==> config.mk <==
export PLATFORM = sky130hd
export DESIGN_NAME = conv_out_packer
export DESIGN_NICKNAME = d
export VERILOG_FILES = /design/src/rtl/conv_out_packer_pkg.sv /design/src/rtl/conv_out_packer_stream_acc8.sv /design/src/rtl/conv_out_packer.sv
export SDC_FILE = /design/constraint.sdc
export NUM_CORES = 1
export LEC_CHECK = 0
export BUFFER_PORTS_ARGS = -buffer_cell sky130_fd_sc_hd__clkbuf_2
export CORE_AREA = 8 8 79 81
export DETAILED_ROUTE_END_ITERATION = 10
export DIE_AREA = 0 0 87 89
export MAX_ROUTING_LAYER = met4
export PLACE_DENSITY_LB_ADDON = 0.05
export RECOVER_POWER = 25
export SLEW_MARGIN = 40
export SYNTH_ARGS = -nofsm -noshare
export SYNTH_HDL_FRONTEND = slang
export SYNTH_SLANG_ARGS = --single-unit
==> constraint.sdc <==
create_clock -name clk -period 4.8 [get_ports clk]
set_input_delay 0.96 -clock clk [delete_from_list [all_inputs] [get_ports clk]]
set_output_delay 0.96 -clock clk [all_outputs]
set_load 0.005 [all_outputs]
==> src/rtl/conv_out_packer_pkg.sv <==
// ============================================================================
// Module      : conv_out_packer_pkg
// Description : Shared constants, drain FSM encoding and bit helpers for the
//               convolutional-code output packer.
// Revision    : 1.0 - initial release
// ============================================================================
`default_nettype none

package conv_out_packer_pkg;

  localparam int NUM_STREAMS = 3;
  localparam int BYTE_W      = 8;
  localparam int CNT_W       = $clog2(BYTE_W);

  typedef logic [1:0] drain_state_t;

  localparam drain_state_t IDLE = 2'd0;
  localparam drain_state_t S0   = 2'd1;
  localparam drain_state_t S1   = 2'd2;
  localparam drain_state_t S2   = 2'd3;

  localparam int D0 = 0;
  localparam int D1 = 1;
  localparam int D2 = 2;

  function automatic logic [BYTE_W-1:0] set_bit(input logic [BYTE_W-1:0] value,
                                                input logic [CNT_W-1:0]  pos,
                                                input logic              bit_in);
    logic [BYTE_W-1:0] result;
    result      = value;
    result[pos] = bit_in;
    return result;
  endfunction

endpackage

`default_nettype wire

==> src/rtl/conv_out_packer_stream_acc8.sv <==
// ============================================================================
// Module      : stream_acc8
// Description : One 8-bit LSB-first bit accumulator with bit write, clear and
//               a parallel read that already includes the bit being written.
// Revision    : 1.0 - initial release
// ============================================================================
`default_nettype none

module stream_acc8
  import conv_out_packer_pkg::*;
(
  input  logic              clk,
  input  logic              reset,
  input  logic              wr_en,
  input  logic              clr,
  input  logic [CNT_W-1:0]  bit_pos,
  input  logic              bit_in,
  output logic [BYTE_W-1:0] acc_data
);

  logic [BYTE_W-1:0] r_acc;

  // The read port shows the in-flight bit so a completing symbol lands in the byte.
  always_comb begin
    acc_data = wr_en ? set_bit(r_acc, bit_pos, bit_in) : r_acc;
  end

  always_ff @(posedge clk or posedge reset) begin
    if (reset) begin
      r_acc <= '0;
    end else if (clr) begin
      r_acc <= '0;
    end else begin
      r_acc <= acc_data;
    end
  end

endmodule

`default_nettype wire

==> src/rtl/conv_out_packer.sv <==
// ============================================================================
// Module      : conv_out_packer
// Description : Packs the three coded streams LSB-first into bytes and drains
//               them d0, d1, d2 into a byte FIFO with back-pressure.
// Revision    : 1.0 - initial release
// ============================================================================
`default_nettype none

module conv_out_packer
  import conv_out_packer_pkg::*;
(
  input  logic                   clk,
  input  logic                   reset,
  input  logic                   in_valid,
  input  logic [NUM_STREAMS-1:0] in_d,
  input  logic                   in_last,
  output logic                   in_ready,
  input  logic                   out_full,
  output logic                   out_wrreq,
  output logic [BYTE_W-1:0]      out_data,
  output logic                   out_last,
  output logic                   blk_done
);

  logic [CNT_W-1:0]  r_bit_cnt;
  drain_state_t      r_state;
  drain_state_t      w_state_nxt;
  logic [BYTE_W-1:0] r_hold [NUM_STREAMS];
  logic              r_hold_last;
  logic              r_blk_done;
  logic [BYTE_W-1:0] w_acc [NUM_STREAMS];

  logic w_accept;
  logic w_group_end;
  logic w_complete;
  logic w_hold_busy;
  logic w_wr_accept;

  assign w_group_end = (r_bit_cnt == CNT_W'(BYTE_W - 1)) || in_last;
  assign w_hold_busy = (r_state != IDLE);
  assign w_wr_accept = w_hold_busy && !out_full;
  // A completing symbol may enter only while the last held byte leaves.
  assign in_ready    = !(w_hold_busy && w_group_end) || ((r_state == S2) && !out_full);
  assign w_accept    = in_valid && in_ready;
  assign w_complete  = w_accept && w_group_end;
  assign blk_done    = r_blk_done;

  generate
    for (genvar gi = 0; gi < NUM_STREAMS; gi++) begin : g_acc
      stream_acc8 u_acc (
        .clk      (clk),
        .reset    (reset),
        .wr_en    (w_accept),
        .clr      (w_complete),
        .bit_pos  (r_bit_cnt),
        .bit_in   (in_d[gi]),
        .acc_data (w_acc[gi])
      );
    end
  endgenerate

  always_ff @(posedge clk or posedge reset) begin
    if (reset) begin
      r_bit_cnt   <= '0;
      r_hold_last <= 1'b0;
      r_blk_done  <= 1'b0;
      for (int s = 0; s < NUM_STREAMS; s++) begin
        r_hold[s] <= '0;
      end
    end else begin
      r_blk_done <= w_wr_accept && (r_state == S2) && r_hold_last;
      if (w_accept) begin
        r_bit_cnt <= w_complete ? '0 : r_bit_cnt + 1'b1;
      end
      if (w_complete) begin
        r_hold_last <= in_last;
        for (int s = 0; s < NUM_STREAMS; s++) begin
          r_hold[s] <= w_acc[s];
        end
      end
    end
  end

  always_ff @(posedge clk or posedge reset) begin
    if (reset) begin
      r_state <= IDLE;
    end else begin
      r_state <= w_state_nxt;
    end
  end

  always_comb begin
    w_state_nxt = r_state;
    case (r_state)
      IDLE:    if (w_complete)  w_state_nxt = S0;
      S0:      if (w_wr_accept) w_state_nxt = S1;
      S1:      if (w_wr_accept) w_state_nxt = S2;
      S2:      if (w_wr_accept) w_state_nxt = w_complete ? S0 : IDLE;
      default: w_state_nxt = IDLE;
    endcase
  end

  always_comb begin
    out_wrreq = w_wr_accept;
    out_data  = '0;
    out_last  = 1'b0;
    case (r_state)
      S0:      out_data = r_hold[D0];
      S1:      out_data = r_hold[D1];
      S2: begin
        out_data = r_hold[D2];
        out_last = r_hold_last;
      end
      default: out_data = '0;
    endcase
  end

endmodule

`default_nettype wire

Yosys cells after proc, flatten, opt, wreduce, memory -nomap -nowiden
Index checks and enable logic that the tools add are counted.
Word-level totals
  flip-flop bits (word level): 55
  input port bits: 8
  output and inout bits: 12
  word-level logic and storage cells: 56
Cells by class
  add/sub/neg operators: 1
  $lt $le $gt $ge: 2
  equality and inequality tests: 8
  multiplexer cells: 20
  reductions and logical operators: 15
Operators by type and width (number)
  2-to-1 mux 8 bit: 6
  bitwise mux 8 bit: 3
  case mux 8 bit (3 select lines): 1
  logical AND 1 bit: 8
  2-to-1 mux 2 bit: 4
  inequality test 2 bit, second input constant: 4
  case mux 2 bit (4 select lines): 1
  equality test 2 bit, second input constant: 2
  less-than comparator 3 x 4 -> 1 bit, second input constant: 1
  AND reduction 4 bit: 1
  adder 3 x 1 -> 3 bit, second input constant: 1
  demux 1 bit (select 3 bit): 1
  equality test 3 bit, second input constant: 1
  >= comparator 3 x 1 -> 1 bit, second input constant: 1
  2-to-1 mux 1 bit: 3
  2-to-1 mux 3 bit: 1
  equality test 2 x 1 -> 1 bit, second input constant: 1
  logical NOT 1 bit: 2
  logical NOT 2 bit: 1
  logical OR 1 bit: 2
  nonzero test 2 bit: 1

Longest topological paths before layout
Gate-level depths: netlist of the first run.
  depth in word-level cells: 10
  depth in mapped cells: 8
  mapped depth without buffers: 6

By module
From an unflattened synthesis of the first run, not the netlist that was laid out.
Unflattened totals
  cells, all modules: 244
  area total of the unflattened synthesis: 3144.3 µm²
Modules (own cells, without submodules)
  conv_out_packer: times used 1, cells each 115, area each 1586.5 µm², sequential area each 775.7 µm²
  stream_acc8: times used 3, cells each 43, area each 519.2 µm², sequential area each 200.2 µm²

Worst setup path before layout of the first run
OpenSTA, ideal clock, no wires.
  kind: register -> output
  from: reg r_bit_cnt[0]
  to: out in_ready
  arrival time: 1548 ps
  slack: 2292 ps
  cell stages (with the launch flop): 6
  buffers on the path: 1
  path through: dfrtp_1 ha_1 ha_1 nor2_4 buf_6 or3_1
Between the ends
  longest elaborated chain between the ends: 5
Ends and longest elaborated chain
  start: declaration: line conv_out_packer.sv:25  | logic [CNT_W-1:0] r_bit_cnt;
  start signal: assignment: line conv_out_packer.sv:73  | r_bit_cnt <= w_complete ? '0 : r_bit_cnt + 1'b1;
  equality test 3 bit: line conv_out_packer.sv:39  | assign w_group_end = (r_bit_cnt == CNT_W'(BYTE_W - 1)) || in_last;
  logical OR 1 bit: line conv_out_packer.sv:39
  logical AND 1 bit: line conv_out_packer.sv:43  | assign in_ready = !(w_hold_busy && w_group_end) || ((r_state == S2) && !out_full);
  logical NOT 1 bit: line conv_out_packer.sv:43
  logical OR 1 bit: line conv_out_packer.sv:43
  end: declaration: line conv_out_packer.sv:17  | output logic in_ready,
No other way between the ends.

Worst setup path after layout of the first run
Same ends and word-level chain as after synthesis.

==> results of run 1 <==
layout make-up:
| cell class | count | area (um2) |
|---|---|---|
| sequential | 55 | 1380 |
| tap | 70 | 87.6 |
| timing repair buffer | 21 | 110 |
| clock inverter | 2 | 35.0 |
| clock buffer | 6 | 82.6 |
| inverter | 5 | 20.0 |
| multi-input combinational | 154 | 1150 |
| fill | 436 | 2120 |
registers in the layout, summed over array words and instances (netlist names):
| name | cells |
|---|---|
| blk_done | 1 |
| r_hold | 24 |
| r_hold_last | 1 |
| r_state | 2 |
| g_acc.u_acc.r_acc | 24 |
| r_bit_cnt | 3 |
cell usage after synthesis (3+ instances only):
cell,number,share of area (%)
nor2_1,57,8.0
dfrtp_1,55,52
mux2i_1,24,9.0
a21oi_1,23,4.3
a222oi_1,8,3.0
o311ai_4,7,6.9
buf_6,6,2.5
ha_1,6,2.8
buf_1,5,0.70
buf_2,5,0.94
nand2_1,5,0.70
inv_1,4,0.56
a32o_1,3,1.1
o21ai_0,3,0.56
worst reg2reg max path, stage by stage, from the launching register on:
cell and delay [ns]:
dfrtp_1 0.43, ha_1 0.51, nor2b_4 0.57, o21ba_4 0.61, buf_4 0.33, nor2_1 0.07, a21oi_1 0.11
metrics by stage:
| step | cell area, um2 | instances | hold WS [ns] |
|---|---|---|---|
| global route | 2860 | 313 | 0.551 |
| finish | 2860 | 313 | 0.504 |
| CTS | 2860 | 313 | 0.508 |
| floorplan | 2670 | 233 | 0.458 |
| detailed placement | 2750 | 305 | 0.486 |
| global placement | 2740 | 305 | 0.482 |
cells by family (layout without fill, tap and decap cells):
group	count (synthesis)	count (layout)	synth area share [%]
fa+ha+maj	6	6	2.81
mux	24	24	9.00
buf+inv	24	34	5.58
simple gates	73	73	12.3
compound gates	51	51	18.7
flops	55	55	51.6
worst paths after layout:
| path | start | endpoint | slack, ns | cells past startpoint |
|---|---|---|---|---|
| worst max-delay path | r_bit_cnt[0]$_DFFE_PP0N_ | in_ready | 1.61 | 5 |
| worst min-delay path | r_hold_last$_DFFE_PP0N_ | r_hold_last$_DFFE_PP0N_ | 0.50 | 1 |
| min in group asynchronous | reset | r_hold[10]$_DFFE_PP0N_ | 1.25 | 2 |
| worst max register to register | r_state[0]$_DFFE_PP0P_ | r_hold[0]$_DFFE_PP0N_ | 2.10 | 6 |
| max in group asynchronous | reset | g_acc[1].u_acc.r_acc[0]$_DFF_PP0_ | 2.49 | 2 |
| worst min register to register | r_hold_last$_DFFE_PP0N_ | r_hold_last$_DFFE_PP0N_ | 0.50 | 1 |
layer usage:
metal  up-vias  track usage (%)  wire length [um]
met1       859             18.2              2360
li1        835                -                 -
met3         4             3.49               284
met4         0             4.23                45
met5         -                -                 0
met2        48             25.9              2630
report_power, final:
group          internal [mW]  total (mW)  switching, mW
Combinational          0.300       0.738          0.438
Clock                  0.169       0.310          0.142
Sequential             0.657       0.772          0.115
==> reports/metrics.csv, run 1 <==
stage,metric,value,unit
cells_and_area,area grow syn2layout,7.22,%
setup_path,Crit Path Max Fanout,13,
floorplanning,Core Footprint,4980,um2
global_route,antenna violations before repair,0,
synth,post-synthesis register bit count,55,
synth,Yosys cell types,32,
timing,clk_skew,0.00388,ns
setup_path,Crit Path Class,reg -> out,
timing,RSZ-0062 raised after global routing,no,
setup_path,required time of the critical path,3.84,ns
status,failing checks,"max-capacitance violations, max-slew violations",
setup_path,"delay-heaviest family, CP",simple AND/OR/NAND/NOR gates,
timing,Final Max Slew Viols,56,
cts,worst-skew pair later-pin latency,0.30,ns
cts,CTS resizes,0,
place,port bufs,19,
setup_path,critical path launch point type,flop,
place,RD Place Congestion,0.820,
cells_and_area,post-layout util,57.5,%
pwr,Pwr Density,636,nW/um2
synth,sequential cell area fraction in the yosys report,51.6,%
route,Vias per Instance,5.58,
setup_path,max incr delay on CP,0.55,ns
setup_path,Worst Setup End Kind,primary output,
global_route,gr usage total,15.4,%
pwr,Max IR drop VDD,0.321,mV
setup_path,CP max stage cell,dfrtp_1,
cts,setup bufs post-CTS,0,
place,pre-CTS setup slack,1.93,ns
flow_run,max-cap check violation count,1,
timing,FMAX,314,MHz
cts,CTS tree,built,
floorplanning,IO Pins,20,
timing,fin worst setup slack,1.61,ns
cts,Max clock buf depth,2,
route,Iter 0 DRT Violations,168,
hold_path,Min-Delay Path Class,reg -> reg,
timing,Worst-Margin Slew,2.33,ns
place,Post-DP HPWL,3740,um
setup_path,WP buf/inv,1,
timing,Tcrit/Tclk final,66.4,%
cts,Hold Buf Count CTS,0,
cells_and_area,diode count,0,
synth,Syn Std Cell Area,2670,um2
synth,syn nets,247,
cts,clk sinks,55,
synth,Main synth FF type,dfrtp_1,
timing,Final TNS setup,0,ns
route,routed length per instance,17.0,um
floorplanning,Row Count,26,
floorplanning,Die X,87,um
cts,root buffer cell,clkbuf_8,
timing,Hold Fails Final Rpt,0,
route,DRT antenna net count,0,
status,status,finished with violations,
floorplanning,die height,89,um
cells_and_area,fin nets,256,
synth,async set-reset flop share out of synthesis,100,%
route,Vias,1746,
cells_and_area,"commonest non-fill, non-tap cell in the layout",nor2_1,
synth,Post-Synthesis Cells,233,
global_route,GRT Residual Overflow,0,
synth,Avg Inst Size Synth,11.5,um2
global_route,first-pass GRT wire length,8850,um
cells_and_area,share of layout cells above drive strength 1,18.9,%
pwr,Tot Pwr,1.82,mW
timing,Tmin final,3.19,ns
timing,Slew headroom,-56.2,%
synth,Yosys Warn Count,0,
cts,H-tree levels,2,
setup_path,ordered list of cells on the worst path,ha_1 > ha_1 > nor2_4 > or3_1 > clkbuf_2,
synth,"EDFF count, synth",0,
timing,final setup vio count,0,
floorplanning,die area,7740,um2
floorplanning,initial core utilization,53.6,%
cells_and_area,most frequent cells in the layout,"57 x nor2_1, 55 x dfrtp_1, 24 x mux2i_1",
setup_path,most frequent CP cell,ha_1,
global_route,vias in the first global route,1808,
route,routed wire length,5330,um
pwr,Pleak,1.42,nW
route,drt first pass iters,5,
global_route,largest net degree at the start of global routing,57,
cts,"Reg clk slew, reported paths",0.09,ns
route,drc violations,0,
setup_path,Worst Path Arrival,2.23,ns
cts,CTS buffer count,5,
No activity file was read; power rests on OpenSTA's default activity.
==> run 2, diff against run 1 <==
==> constraint.sdc (replaced) <==
create_clock -name clk -period 3.2 [get_ports clk]
set_input_delay 0.64 -clock clk [delete_from_list [all_inputs] [get_ports clk]]
set_output_delay 0.64 -clock clk [all_outputs]
set_load 0.005 [all_outputs]
==> run 2 against run 1 <==
Net effect: the flow still finishes with violations (max-capacitance violations, max-slew violations); critical path depth is 1 lower; final cell count is 0.64% higher; clock power is 51% higher; hold slack worse by 0.0096 ns; count of clock-buffer cells in the layout stayed put; combinational power is 50% higher.
==> reports/metrics.csv, run 2 (synthesis gave the netlist of run 1 again) <==
stage,metric,value,unit
pwr,Comb pwr share,40.7,%
route,routed length per instance,16.9,um
pwr,Max IR drop VDD,0.459,mV
cts,Max clock buf depth,2,
timing,Final Max Slew Viols,56,
route,Vias,1765,
cells_and_area,area grow syn2layout,7.50,%
cells_and_area,largest registers,"g_acc.u_acc.r_acc x24, r_hold x24, r_bit_cnt x3",
global_route,gr usage total,15.4,%
timing,Worst-Margin Slew,2.00,ns
setup_path,r2r worst-path depth,6,
timing,Hold Fails Final Rpt,0,
route,DRT antenna net count,0,
global_route,largest net degree at the start of global routing,56,
cells_and_area,share of layout cells above drive strength 1,19.2,%
global_route,vias in the first global route,1757,
timing,clk_skew,0.00527,ns
cts,worst-skew pair later-pin latency,0.30,ns
pwr,Pint,1.69,mW
status,failing checks,"max-capacitance violations, max-slew violations",
floorplanning,Core Footprint,4980,um2
timing,Final TNS setup,0,ns
cts,setup bufs post-CTS,0,
setup_path,Crit Path Max Fanout,12,
floorplanning,Die X,87,um
place,Placed Area,2750,um2
setup_path,Crit Path Class,reg -> out,
hold_path,hold endpoint,r_hold_last$_DFFE_PP0N_,
route,Iter 0 DRT Violations,145,
floorplanning,Row Count,26,
global_route,GRT Residual Overflow,0,
setup_path,Worst Setup End Kind,primary output,
setup_path,R2R Path Start,r_state[0]$_DFFE_PP0P_,
cts,H-tree levels,2,
cells_and_area,filler instances,441,
route,drc violations,0,
cells_and_area,fin nets,258,
cts,"Reg clk slew, reported paths",0.09,ns
cts,CTS buffer count,5,
timing,final setup vio count,0,
timing,Fin Hold WS,0.494,ns
floorplanning,die height,89,um
timing,Tmin final,2.83,ns
setup_path,Worst Path Arrival,2.19,ns
floorplanning,IO Pins,20,
pwr,Pwr Density,954,nW/um2
pwr,Net Switching,1.05,mW
timing,FMAX,353,MHz
flow_run,max-cap check violation count,1,
global_route,first-pass GRT wire length,8720,um
timing,Tcrit/Tclk final,88.5,%
place,port bufs,19,
cells_and_area,design area,2870,um2
cells_and_area,most frequent cells in the layout,"57 x nor2_1, 55 x dfrtp_1, 24 x mux2i_1",
floorplanning,initial core utilization,53.6,%
cts,Hold Buf Count CTS,0,
place,RD Place Congestion,0.783,
route,drt first pass iters,4,
hold_path,Min-Delay Path Class,reg -> reg,
floorplanning,die area,7740,um2
cts,root buffer cell,clkbuf_8,
cts,clk sinks,55,
pwr,Sw Ratio,38.3,%
pwr,Pleak,1.44,nW
timing,RSZ-0062 raised after global routing,no,
route,routed wire length,5310,um
timing,Slew headroom,-33.3,%
setup_path,"setup slack, reg-to-reg",0.66,ns
cells_and_area,diode count,0,
status,status,finished with violations,
pwr,part of the power in the clock network,17.0,%
hold_path,Cells on Worst Hold Path,1,
route,Vias per Instance,5.60,
setup_path,required time of the critical path,2.56,ns
cts,CTS resizes,0,
global_route,antenna violations before repair,0,
hold_path,Hold Crit Start,r_hold_last$_DFFE_PP0N_,
setup_path,r2r endpoint,r_state[0]$_DFFE_PP0P_,
pwr,sequential share of power,42.3,%
cts,CTS tree,built,
place,Post-DP HPWL,3650,um
cells_and_area,"commonest non-fill, non-tap cell in the layout",nor2_1,
setup_path,critical path launch point type,flop,
-- run 2: cell count changes in the layout (fill, tap and decap cells not counted) --
| cell | delta |
|---|---|
| buf_4 | +2 |
| o21ba_4 | -1 |
| inv_1 | +1 |
| clkinvlp_2 | -1 |
| o21ba_2 | +1 |
-- run 2: how the worst max path moves through the flow --
stage,startpoint,to,slack [ns]
after floorplan,r_bit_cnt[0]$_DFFE_PP0N_,in_ready,1.01
after global placement,r_state[0]$_DFFE_PP0P_,in_ready,0.76
after detailed placement,r_state[0]$_DFFE_PP0P_,r_state[0]$_DFFE_PP0P_,0.69
after CTS,r_state[0]$_DFFE_PP0P_,in_ready,0.35
after global routing,r_state[0]$_DFFE_PP0P_,in_ready,0.19
final,r_state[0]$_DFFE_PP0P_,in_ready,0.37
-- run 2: power groups by stage --
stage                     clock, mW  sequential, mW  combinational, mW
after floorplan                   0            1.12              0.872
after global placement            0            1.15               1.08
after detailed placement          0            1.17               1.12
after CTS                     0.481            1.16               1.13
after global routing          0.512            1.19               1.24
final                         0.467            1.16               1.11
-- run 2: metrics by stage --
stage | utilization (%) | power, mW | setup WS, ns | std cells
3_3_place_gp | 55.3 | 2.23 | 0.762 | 307
4_1_cts | 57.7 | 2.77 | 0.348 | 315
3_5_place_dp | 55.3 | 2.30 | 0.689 | 307
2_1_floorplan | - | 1.99 | 1.01 | 233
6_report | 57.6 | 2.74 | 0.369 | 315
5_1_grt | 57.6 | 2.94 | 0.188 | 315
-- run 2: metal layers --
layer  vias to the layer above  share of wire (%)  GRT usage (%)
met1                       884                 45           17.9
met4                         0               0.85           5.16
met2                        33                 49           25.5
met3                         5                4.9           3.86
li1                        843                  -              -
met5                         -                  0              -
-- run 2: worst max-delay path: stages, from the launching register on --
cell	delay, ns
dfrtp_1	0.43
ha_1	0.54
nor2b_4	0.57
or3_1	0.22
clkbuf_2	0.12
-- run 2: layout make-up --
cell class	instances	area, um2	area share [%]
clock inverter	2	35.0	1.22
inverter	5	18.8	0.654
tap	70	87.6	3.05
multi-input combinational	154	1140	39.9
clock buffer	6	82.6	2.88
sequential	55	1380	48.0
timing repair buffer	23	125	4.36
